===== src/rtl/ldst_pkg.sv =====
// Shared definitions for the load/store control sequencer: state and opcode-class
// encodings, control-word bit positions, default parameters and the ctrl decode.
package ldst_pkg;

    localparam int CTRL_W       = 18;
    localparam int CTRL_PCOUT   = 0;
    localparam int CTRL_MARIN   = 1;
    localparam int CTRL_INCPC   = 2;
    localparam int CTRL_ZIN     = 3;
    localparam int CTRL_ZLOWOUT = 4;
    localparam int CTRL_PCIN    = 5;
    localparam int CTRL_READ    = 6;
    localparam int CTRL_WRITE   = 7;
    localparam int CTRL_MDRIN   = 8;
    localparam int CTRL_MDROUT  = 9;
    localparam int CTRL_IRIN    = 10;
    localparam int CTRL_GRA     = 11;
    localparam int CTRL_GRB     = 12;
    localparam int CTRL_RIN     = 13;
    localparam int CTRL_ROUT    = 14;
    localparam int CTRL_BAOUT   = 15;
    localparam int CTRL_YIN     = 16;
    localparam int CTRL_COUT    = 17;

    localparam int         DEF_OPC_W    = 5;
    localparam int         DEF_WAIT_MAX = 8;
    localparam logic [4:0] DEF_ALU_ADD  = 5'b00011;
    localparam int         DEF_OPC_LD   = 0;
    localparam int         DEF_OPC_LDI  = 1;
    localparam int         DEF_OPC_ST   = 2;

    typedef enum logic [3:0] {
        ST_IDLE  = 4'd0,
        ST_T0    = 4'd1,
        ST_T1    = 4'd2,
        ST_T2    = 4'd3,
        ST_T3    = 4'd4,
        ST_T4    = 4'd5,
        ST_T5    = 4'd6,
        ST_T6    = 4'd7,
        ST_T7    = 4'd8,
        ST_FAULT = 4'd9
    } state_t;

    typedef enum logic [1:0] {
        CLS_NONE = 2'd0,
        CLS_LD   = 2'd1,
        CLS_LDI  = 2'd2,
        CLS_ST   = 2'd3
    } cls_t;

    // Control word for a state; T5..T7 depend on the opcode class latched in T3.
    function automatic logic [CTRL_W-1:0] ctrl_for(input state_t s, input cls_t c);
        logic [CTRL_W-1:0] v;
        v = {CTRL_W{1'b0}};
        case (s)
            ST_T0: begin
                v[CTRL_PCOUT] = 1'b1; v[CTRL_MARIN] = 1'b1;
                v[CTRL_INCPC] = 1'b1; v[CTRL_ZIN]   = 1'b1;
            end
            ST_T1: begin
                v[CTRL_ZLOWOUT] = 1'b1; v[CTRL_PCIN]  = 1'b1;
                v[CTRL_READ]    = 1'b1; v[CTRL_MDRIN] = 1'b1;
            end
            ST_T2: begin
                v[CTRL_MDROUT] = 1'b1; v[CTRL_IRIN] = 1'b1;
            end
            ST_T3: begin
                v[CTRL_GRB] = 1'b1; v[CTRL_BAOUT] = 1'b1; v[CTRL_YIN] = 1'b1;
            end
            ST_T4: begin
                v[CTRL_COUT] = 1'b1; v[CTRL_ZIN] = 1'b1;
            end
            ST_T5: begin
                v[CTRL_ZLOWOUT] = 1'b1;
                if (c == CLS_LDI) begin
                    v[CTRL_GRA] = 1'b1; v[CTRL_RIN] = 1'b1;
                end else begin
                    v[CTRL_MARIN] = 1'b1;
                end
            end
            ST_T6: begin
                v[CTRL_MDRIN] = 1'b1;
                if (c == CLS_LD) begin
                    v[CTRL_READ] = 1'b1;
                end else begin
                    v[CTRL_GRA] = 1'b1; v[CTRL_ROUT] = 1'b1;
                end
            end
            ST_T7: begin
                if (c == CLS_LD) begin
                    v[CTRL_MDROUT] = 1'b1; v[CTRL_GRA] = 1'b1; v[CTRL_RIN] = 1'b1;
                end else begin
                    v[CTRL_WRITE] = 1'b1;
                end
            end
            default: v = {CTRL_W{1'b0}};
        endcase
        return v;
    endfunction

endpackage


===== src/rtl/ldst_sequencer_if.sv =====
// Bundle between the sequencer and its datapath/memory side: run/handshake/opcode
// inputs and the registered control outputs.
interface ldst_sequencer_if
    import ldst_pkg::*;
#(
    parameter int OPC_W = DEF_OPC_W
);
    logic              run;
    logic              mem_ready;
    logic [OPC_W-1:0]  ir_opcode;
    logic [CTRL_W-1:0] ctrl;
    logic [OPC_W-1:0]  alu_op;
    logic              busy;
    logic              illegal_op;
    logic              timeout_err;

    modport master (
        output run, mem_ready, ir_opcode,
        input  ctrl, alu_op, busy, illegal_op, timeout_err
    );

    modport slave (
        input  run, mem_ready, ir_opcode,
        output ctrl, alu_op, busy, illegal_op, timeout_err
    );
endinterface


===== src/rtl/mem_wait_timer.sv =====
// Counts cycles spent waiting for mem_ready in a memory state and flags when the
// wait limit is reached without a handshake.
module mem_wait_timer #(
    parameter int WAIT_MAX = 8
) (
    input  logic Clock,
    input  logic clear,
    input  logic start,
    input  logic ready,
    output logic expired
);
    localparam logic [7:0] LIMIT = 8'(WAIT_MAX);

    logic [7:0] r_wait_cnt;

    // Held at zero outside a memory state, so every entry starts counting from zero.
    always_ff @(posedge Clock) begin
        if (clear) begin
            r_wait_cnt <= 8'd0;
        end else if (!start) begin
            r_wait_cnt <= 8'd0;
        end else if (!ready && (r_wait_cnt != LIMIT)) begin
            r_wait_cnt <= r_wait_cnt + 8'd1;
        end else begin
            r_wait_cnt <= r_wait_cnt;
        end
    end

    // A handshake in the cycle the limit is reached still counts as success.
    assign expired = start && !ready && (r_wait_cnt == LIMIT);

endmodule


===== src/rtl/ldst_sequencer.sv =====
// Hard-wired control sequencer for LD / LDI / ST: fetch (T0..T2), decode (T3),
// effective-address add (T4) and execute (T5..T7) with memory-wait timeout.
module ldst_sequencer
    import ldst_pkg::*;
#(
    parameter int               OPC_W    = DEF_OPC_W,
    parameter int               WAIT_MAX = DEF_WAIT_MAX,
    parameter logic [OPC_W-1:0] ALU_ADD  = OPC_W'(DEF_ALU_ADD),
    parameter logic [OPC_W-1:0] OPC_LD   = OPC_W'(DEF_OPC_LD),
    parameter logic [OPC_W-1:0] OPC_LDI  = OPC_W'(DEF_OPC_LDI),
    parameter logic [OPC_W-1:0] OPC_ST   = OPC_W'(DEF_OPC_ST)
) (
    input  logic           Clock,
    input  logic           clear,
    ldst_sequencer_if.slave bus
);
    state_t            r_state;
    cls_t              r_cls;
    logic [CTRL_W-1:0] r_ctrl;
    logic [OPC_W-1:0]  r_alu_op;
    logic              r_busy;
    logic              r_illegal;
    logic              r_timeout;

    state_t w_next_state;
    cls_t   w_next_cls;
    logic   w_illegal;
    logic   w_in_mem;
    logic   w_expired;

    assign w_in_mem = (r_state == ST_T1)
                   || ((r_state == ST_T6) && (r_cls == CLS_LD))
                   || ((r_state == ST_T7) && (r_cls == CLS_ST));

    mem_wait_timer #(.WAIT_MAX(WAIT_MAX)) u_wait_timer (
        .Clock   (Clock),
        .clear   (clear),
        .start   (w_in_mem),
        .ready   (bus.mem_ready),
        .expired (w_expired)
    );

    // Next-state and opcode-class selection; the class only changes in T3.
    always_comb begin
        w_next_state = r_state;
        w_next_cls   = r_cls;
        w_illegal    = 1'b0;
        case (r_state)
            ST_IDLE: if (bus.run) w_next_state = ST_T0; else w_next_state = ST_IDLE;
            ST_T0:   w_next_state = ST_T1;
            ST_T1: begin
                if (bus.mem_ready)  w_next_state = ST_T2;
                else if (w_expired) w_next_state = ST_FAULT;
                else                w_next_state = ST_T1;
            end
            ST_T2:   w_next_state = ST_T3;
            ST_T3: begin
                if (bus.ir_opcode == OPC_LD) begin
                    w_next_cls = CLS_LD;  w_next_state = ST_T4;
                end else if (bus.ir_opcode == OPC_LDI) begin
                    w_next_cls = CLS_LDI; w_next_state = ST_T4;
                end else if (bus.ir_opcode == OPC_ST) begin
                    w_next_cls = CLS_ST;  w_next_state = ST_T4;
                end else begin
                    w_next_cls = CLS_NONE; w_illegal = 1'b1; w_next_state = ST_IDLE;
                end
            end
            ST_T4:   w_next_state = ST_T5;
            ST_T5: if (r_cls == CLS_LDI) w_next_state = ST_IDLE; else w_next_state = ST_T6;
            ST_T6: begin
                if (r_cls != CLS_LD)     w_next_state = ST_T7;
                else if (bus.mem_ready)  w_next_state = ST_T7;
                else if (w_expired)      w_next_state = ST_FAULT;
                else                     w_next_state = ST_T6;
            end
            ST_T7: begin
                if (r_cls != CLS_ST)     w_next_state = ST_IDLE;
                else if (bus.mem_ready)  w_next_state = ST_IDLE;
                else if (w_expired)      w_next_state = ST_FAULT;
                else                     w_next_state = ST_T7;
            end
            ST_FAULT: w_next_state = ST_FAULT;
            default:  w_next_state = ST_IDLE;
        endcase
    end

    // State register; outputs are decoded from the next state so they line up with it.
    always_ff @(posedge Clock) begin
        if (clear) begin
            r_state   <= ST_IDLE;
            r_cls     <= CLS_NONE;
            r_ctrl    <= {CTRL_W{1'b0}};
            r_alu_op  <= {OPC_W{1'b0}};
            r_busy    <= 1'b0;
            r_illegal <= 1'b0;
            r_timeout <= 1'b0;
        end else begin
            r_state   <= w_next_state;
            r_cls     <= w_next_cls;
            r_ctrl    <= ctrl_for(w_next_state, w_next_cls);
            r_alu_op  <= (w_next_state == ST_T4) ? ALU_ADD : {OPC_W{1'b0}};
            r_busy    <= (w_next_state != ST_IDLE) && (w_next_state != ST_FAULT);
            r_illegal <= w_illegal;
            r_timeout <= r_timeout | w_expired;
        end
    end

    assign bus.ctrl        = r_ctrl;
    assign bus.alu_op      = r_alu_op;
    assign bus.busy        = r_busy;
    assign bus.illegal_op  = r_illegal;
    assign bus.timeout_err = r_timeout;

endmodule


===== src/flat_wrapper.sv =====
// flat-port wrapper written by rule: the top's interface ports become plain ports
module ldst_sequencer_flat import ldst_pkg::*;
#(
    parameter int               OPC_W    = DEF_OPC_W,
    parameter int               WAIT_MAX = DEF_WAIT_MAX,
    parameter logic [OPC_W-1:0] ALU_ADD  = OPC_W'(DEF_ALU_ADD),
    parameter logic [OPC_W-1:0] OPC_LD   = OPC_W'(DEF_OPC_LD),
    parameter logic [OPC_W-1:0] OPC_LDI  = OPC_W'(DEF_OPC_LDI),
    parameter logic [OPC_W-1:0] OPC_ST   = OPC_W'(DEF_OPC_ST)
)
  (Clock, clear, bus_run, bus_mem_ready, bus_ir_opcode, bus_ctrl, bus_alu_op, bus_busy, bus_illegal_op, bus_timeout_err);
  ldst_sequencer_if #(.OPC_W(OPC_W)) bus_i ();
  input  logic Clock;
  input  logic clear;
  input wire logic [$bits(bus_i.run)-1:0] bus_run;
  input wire logic [$bits(bus_i.mem_ready)-1:0] bus_mem_ready;
  input wire logic [$bits(bus_i.ir_opcode)-1:0] bus_ir_opcode;
  output wire logic [$bits(bus_i.ctrl)-1:0] bus_ctrl;
  output wire logic [$bits(bus_i.alu_op)-1:0] bus_alu_op;
  output wire logic [$bits(bus_i.busy)-1:0] bus_busy;
  output wire logic [$bits(bus_i.illegal_op)-1:0] bus_illegal_op;
  output wire logic [$bits(bus_i.timeout_err)-1:0] bus_timeout_err;
  assign bus_i.run = bus_run;
  assign bus_i.mem_ready = bus_mem_ready;
  assign bus_i.ir_opcode = bus_ir_opcode;
  assign bus_ctrl = bus_i.ctrl;
  assign bus_alu_op = bus_i.alu_op;
  assign bus_busy = bus_i.busy;
  assign bus_illegal_op = bus_i.illegal_op;
  assign bus_timeout_err = bus_i.timeout_err;
  ldst_sequencer #(.OPC_W(OPC_W), .WAIT_MAX(WAIT_MAX), .ALU_ADD(ALU_ADD), .OPC_LD(OPC_LD), .OPC_LDI(OPC_LDI), .OPC_ST(OPC_ST)) u_core (.Clock(Clock), .clear(clear), .bus(bus_i));
endmodule

===== config.mk =====
export PLATFORM = sky130hd
export DESIGN_NAME = ldst_sequencer_flat
export DESIGN_NICKNAME = d
export VERILOG_FILES = /design/src/rtl/ldst_pkg.sv /design/src/rtl/ldst_sequencer_if.sv /design/src/rtl/mem_wait_timer.sv /design/src/rtl/ldst_sequencer.sv /design/src/flat_wrapper.sv
export SDC_FILE = /design/constraint.sdc
export NUM_CORES = 1
export LEC_CHECK = 0
export BUFFER_PORTS_ARGS = -buffer_cell sky130_fd_sc_hd__buf_2
export CORE_UTILIZATION = 53
export CTS_CLUSTER_DIAMETER = 60
export DETAILED_ROUTE_END_ITERATION = 6
export PLACE_DENSITY_LB_ADDON = 0.2
export RECOVER_POWER = 50
export SLEW_MARGIN = 30
export SYNTH_ARGS = -nofsm -noshare
export SYNTH_HDL_FRONTEND = slang
export SYNTH_SLANG_ARGS = --single-unit

===== constraint.sdc =====
create_clock -name Clock -period 2.89 [get_ports Clock]
set_clock_uncertainty 0.2 [all_clocks]
set_input_delay 0.289 -clock Clock [delete_from_list [all_inputs] [get_ports Clock]]
set_output_delay 0.289 -clock Clock [all_outputs]
set_load 0.05 [all_outputs]

# Word-level counts from Yosys, hierarchy flattened
# Cells that the tools add are included.
[totals]
regBits = 40
latchBits = 0
ram_bits = 0
mem_bits_ro = 0
out_inout_bits = 26
wordCells = 102
mem_count = 0
[op_classes]
addsub = 1
multipliers = 0
div = 0
n_lt_le_gt_ge = 0
n_eq_ne = 29
n_shift = 0
mux = 38
bitwise = 5
reduce_logical = 19
[ops]
columns = ["operator", "count"]
rows = [
  ["4-bit case mux with 10 select lines", 1],
  ["4-bit two-way mux", 9],
  ["4-bit by 3-bit == test with 1-bit output (second input constant)", 8],
  ["4-bit by 2-bit == test with 1-bit output (second input constant)", 4],
  ["1-bit two-way mux", 15],
  ["4-bit == test (second input constant)", 3],
  ["2-bit two-way mux", 6],
  ["2-bit OR reduction", 6],
  ["8-bit by 1-bit adder with 8-bit output (second input constant)", 1],
  ["4-bit by 1-bit == test with 1-bit output (second input constant)", 2],
  ["8-bit by 4-bit == test with 1-bit output (second input constant)", 1],
  ["8-bit by 4-bit inequality test with 1-bit output (second input constant)", 1],
  ["1-bit case mux with 2 select lines", 4],
  ["2-bit == test (second input constant)", 3],
  ["1-bit logical AND", 6],
  ["3-bit two-way mux", 2],
  ["5-bit by 1-bit == test with 1-bit output (second input constant)", 1],
  ["5-bit by 2-bit == test with 1-bit output (second input constant)", 1],
  ["5-bit logical NOT", 1],
  ["2-bit by 1-bit == test with 1-bit output (second input constant)", 2],
  ["4-bit logical NOT", 1],
  ["4-bit inequality test (second input constant)", 1],
  ["1-bit NOT", 4],
  ["4-bit nonzero test", 1],
  ["other kinds (7)", 8],
]

# Logic depth before layout (Yosys ltp)
[logic_depth]
ltp_word = 13
mapped_depth = 9
mapped_depth_nobuf = 8

# Hierarchy
# Synthesis repeated with hierarchy kept, for this count alone.
[hier_totals]
cells_unflattened = 179
area_unflattened_um2 = 1679.1
[by_module_without_submodules]
columns = ["module", "n_inst", "cells_each", "area_per_inst_um2", "seq_area_each_um2"]
rows = [
  ["ldst_sequencer", 1, 132, 1248.7, 480.5],
  ["mem_wait_timer", 1, 47, 430.4, 160.2],
]

# Least setup slack after synthesis
# OpenSTA, ideal clock, no wires.
[synth_timing]
kind = "register to register"
start = "register u_core.u_wait_timer.r_wait_cnt[0]"
end = "register u_core.r_ctrl[9] (netlist: u_core.bus.ctrl[9])"
arrival_time_ps = 1779
required_time_ps = 2598
slack_ps = 819
path_stages_with_launch = 10
n_path_buf = 1
path_cell_list = "dfxtp_1 > inv_1 > ha_1 > nor4b_2 > a21oi_1 > nand3b_1 > nand4_1 > buf_2 > or2_1 > o32ai_1"
[synth_between]
elab_chain_len = 8
word_cells_on_any_way = 14
[synth_lines]
columns = ["item", "line", "text"]
rows = [
  ["start: declaration", "mem_wait_timer.sv:14", "logic [7:0] r_wait_cnt;"],
  ["start signal: assignment", "mem_wait_timer.sv:23", "r_wait_cnt <= r_wait_cnt + 8'd1;"],
  ["start signal: assignment", "mem_wait_timer.sv:25", "r_wait_cnt <= r_wait_cnt;"],
  ["8-bit by 4-bit == test with 1-bit output *", "mem_wait_timer.sv:30", "assign expired = start && !ready && (r_wait_cnt == LIMIT);"],
  ["1-bit logical AND *", "mem_wait_timer.sv:30", ""],
  ["1-bit two-way mux or 4-bit two-way mux (tied branches)", "ldst_sequencer.sv:79, ldst_sequencer.sv:73", ""],
  ["4-bit two-way mux, on equally long branches", "ldst_sequencer.sv:78, ldst_sequencer.sv:72", ""],
  ["4-bit two-way mux, on equally long branches", "ldst_sequencer.sv:77, ldst_sequencer.sv:71", ""],
  ["4-bit case mux with 10 select lines *", "ldst_sequencer.sv:48", "case (r_state)"],
  ["4-bit == test or 4-bit by 2-bit == test with 1-bit output (tied branches)", "ldst_pkg.sv:56", "case (s)"],
  ["1-bit case mux with 2 select lines *", "ldst_pkg.sv:56", ""],
  ["end signal: assignment", "ldst_sequencer.sv:92", "r_ctrl <= {CTRL_W{1'b0}};"],
  ["end signal: assignment", "ldst_sequencer.sv:100", "r_ctrl <= ctrl_for(w_next_state, w_next_cls);"],
  ["end: declaration", "ldst_sequencer.sv:19", "logic [CTRL_W-1:0] r_ctrl;"],
]
# Every way passes the cells marked *; elsewhere a longest branch is shown, timed or not.
# A chain may end at the register's enable or synchronous reset.

# Worst setup path after layout
# Same ends and word-level chain as after synthesis.

==> impl_metrics.env <==
export IMPL_drive_gt1_frac=0.126
export IMPL_ctsHoldBuffers=0
export IMPL_cts_root_buf="clkbuf_4"
export IMPL_finalPower_mw=0.955
export IMPL_final_common_cell="dfxtp_1"
export IMPL_antenna_found_initial=0
export IMPL_die_area_um2=3180
export IMPL_finalCritPeriodShare=0.898
export IMPL_yosys_register_bits=32
export IMPL_stdcell_area_um2=1700
export IMPL_post_cts_resized=0
export IMPL_antenna_cells=0
export IMPL_dp_cells=221
export IMPL_cap_violations=0
export IMPL_rows=19
export IMPL_ir_drop_mv=0.458
export IMPL_relSlewSlack=0.602
export IMPL_rsz0062_at_grt="false"
export IMPL_synth_xor_area_frac=0.0502
export IMPL_crit_type="reg2reg"
export IMPL_syn_inst=174
export IMPL_yosysWarnings=0
export IMPL_fin_nets=208
export IMPL_clock_fmax_mhz=385
export IMPL_final_antenna_net_count=0
export IMPL_htreeDepth=2
export IMPL_wl_per_cell_um=12.8
export IMPL_nFillCells=258
export IMPL_synth_top_family_by_area="simple AND/OR/NAND/NOR gates"
export IMPL_grt_total_usage=0.204
export IMPL_globalplace_congestion=0.891
export IMPL_synthMuxAreaShare=0.00638
export IMPL_finalMaxSlewViolations=0
export IMPL_utilization=0.610
export IMPL_p_leak_nw=0.662
export IMPL_postSynthAreaPerCell_um2=9.02
export IMPL_die_y_um=56.4
export IMPL_synth_cell_types=49
export IMPL_route_detailed_drc=0
export IMPL_place_hpwl_mm=2.09
export IMPL_seq_area_frac_synth=0.408
export IMPL_vias_per_cell=5.43
export IMPL_numCtsBuffers=5
export IMPL_path_max_fanout=12
export IMPL_syn_area_um2=1570
export IMPL_synth_ff_type="dfxtp_1"
export IMPL_synth_area_top_cells="dfxtp_1, nor2_1, buf_4"
export IMPL_ys_async_sr_fraction=0
export IMPL_synth_compound_area_frac=0.152
export IMPL_clkTransAtPathRegs_ps=100
export IMPL_start_kind="flip-flop"
export IMPL_status="completed"
export IMPL_core_area_um2=2780
export IMPL_period_needed_ps=2590
export IMPL_synth_adder_area_share=0.0159
export IMPL_clk_path_buf_depth=2
export IMPL_drt_iter0_markers=34
export IMPL_power_density_nw_per_um2=563
export IMPL_end_kind="flip-flop"
export IMPL_seqCellArea_um2=641
export IMPL_overflow=0
export IMPL_finalNonFillerCells=229
export IMPL_clk_latency_ps=340
export IMPL_multi_input_area_um2=798
export IMPL_ioPinCount=35
export IMPL_cp_data_arrival_time_ps=2640
export IMPL_area_growth_pct=8.05
export IMPL_drt_total_wl_mm=2.94
export IMPL_synthSimpleGateAreaFrac=0.283
export IMPL_cts_tree="built"
export IMPL_crit_required_ps=2930
export IMPL_io_buffers=31
export IMPL_worst_pin_slew_ps=600
export IMPL_first_pass_iters=4
export IMPL_grt_pass1_vias=1147
export IMPL_grt_max_degree=19
export IMPL_setup_violations=0
export IMPL_worst_hold_path_type="in2reg"
export IMPL_placed_area_um2=1660
export IMPL_synth_top_cell_by_area="dfxtp_1"
export IMPL_netlist_area_leader_share=0.408
export IMPL_mostFrequentLayoutCells="dfxtp_1, clkbuf_1, nor2_1"
export IMPL_grt_first_pass_wirelength_mm=4.95
export IMPL_die_width_um=56.4
export IMPL_vias=1243
export IMPL_cts_sinks=32
export IMPL_start_util=0.564
export IMPL_fin_tns_setup_ps=0
export IMPL_hold_viol=0
export IMPL_post_cts_buffers=0
export IMPL_synth_edff_count=0
==> power by group <==
group	switching, mW	internal, mW	leakage (nW)
Clock	0.152	0.181	0.0422
Combinational	0.115	0.0359	0.361
Sequential	0.0134	0.457	0.259
==> layout make-up <==
class | count | share of cell area
clock buffer | 6 | 0.0244
clock inverter | 2 | 0.0207
inverter | 4 | 0.00886
multi-input combinational | 123 | 0.471
sequential | 32 | 0.378
tap | 31 | 0.0229
timing repair buffer | 31 | 0.0745
==> layer usage <==
layer	up-vias	global-route usage	part of all wire
li1	642	-	-
met1	556	0.230	0.47
met2	36	0.337	0.46
met3	9	0.0829	0.054
met4	0	0.0941	0.021
met5	-	0	0
==> sequential cells by signal, summed over array words and instances, names as in the netlist <==
register	count
u_core.bus.busy	1
u_core.bus.illegal_op	1
u_core.bus.alu_op	1
u_core.r_state	4
u_core.bus.timeout_err	1
u_core.u_wait_timer.r_wait_cnt	8
u_core.bus.ctrl	14
u_core.r_cls	2
==> cell usage after synthesis, types with 2 or more instances <==
master     n
nand2_1   11
and3_1     3
nor3_1     5
nor2_1    22
clkbuf_1   3
buf_4      8
nand2b_1   2
and3b_1    2
nor2b_1    5
nor3b_1    5
a21oi_1    7
inv_1      4
nand3b_1   5
dfxtp_1   32
ha_1       2
nand3_1    6
buf_6      2
buf_2      3
or2_2      3
xnor2_1    3
a21boi_0   2
a31oi_1    2
nor4_1     2
o32ai_1    2
or3_1      2
o21ai_0    3
xor2_1     6
==> critical path, stage by stage (launching register included) <==
cell      delay [ps]
dfxtp_1          350
inv_1             60
ha_1             130
nor4b_1          480
a21oi_1          260
nand3b_1         220
nand4_1          310
nand2b_1         190
o32ai_1          290
==> path summary, 6_finish.rpt <==
| kind | from | to | slack, ps | cells past startpoint |
|---|---|---|---|---|
| worst max-delay path | u_core.u_wait_timer.r_wait_cnt[0] | u_core.bus.ctrl[9] | 300 | 8 |
| worst min-delay path | bus_ir_opcode[4] | u_core.bus.illegal_op | 90 | 3 |
| worst max register to register | u_core.u_wait_timer.r_wait_cnt[0] | u_core.bus.ctrl[9] | 300 | 8 |
| worst min register to register | u_core.bus.timeout_err | u_core.bus.timeout_err | 280 | 2 |
==> through the flow <==
stage | setup slack (ps) | hold slack (ps)
after detailed placement | 407 | 259
after CTS | 391 | 71.7
after floorplan | 819 | 294
after global placement | 502 | 248
final | 295 | 87.2
after global routing | 147 | 105
==> kinds of logic (layout without fill, tap and decap cells) <==
logic type | Yosys count | in the layout
mux | 1 | 1
simple gates | 80 | 80
flops | 32 | 32
fa+ha+maj | 2 | 2
xor+xnor | 9 | 9
other cells | 1 | 3
compound gates | 28 | 28
buf+inv | 21 | 43
(Power assumes the default switching activity.)
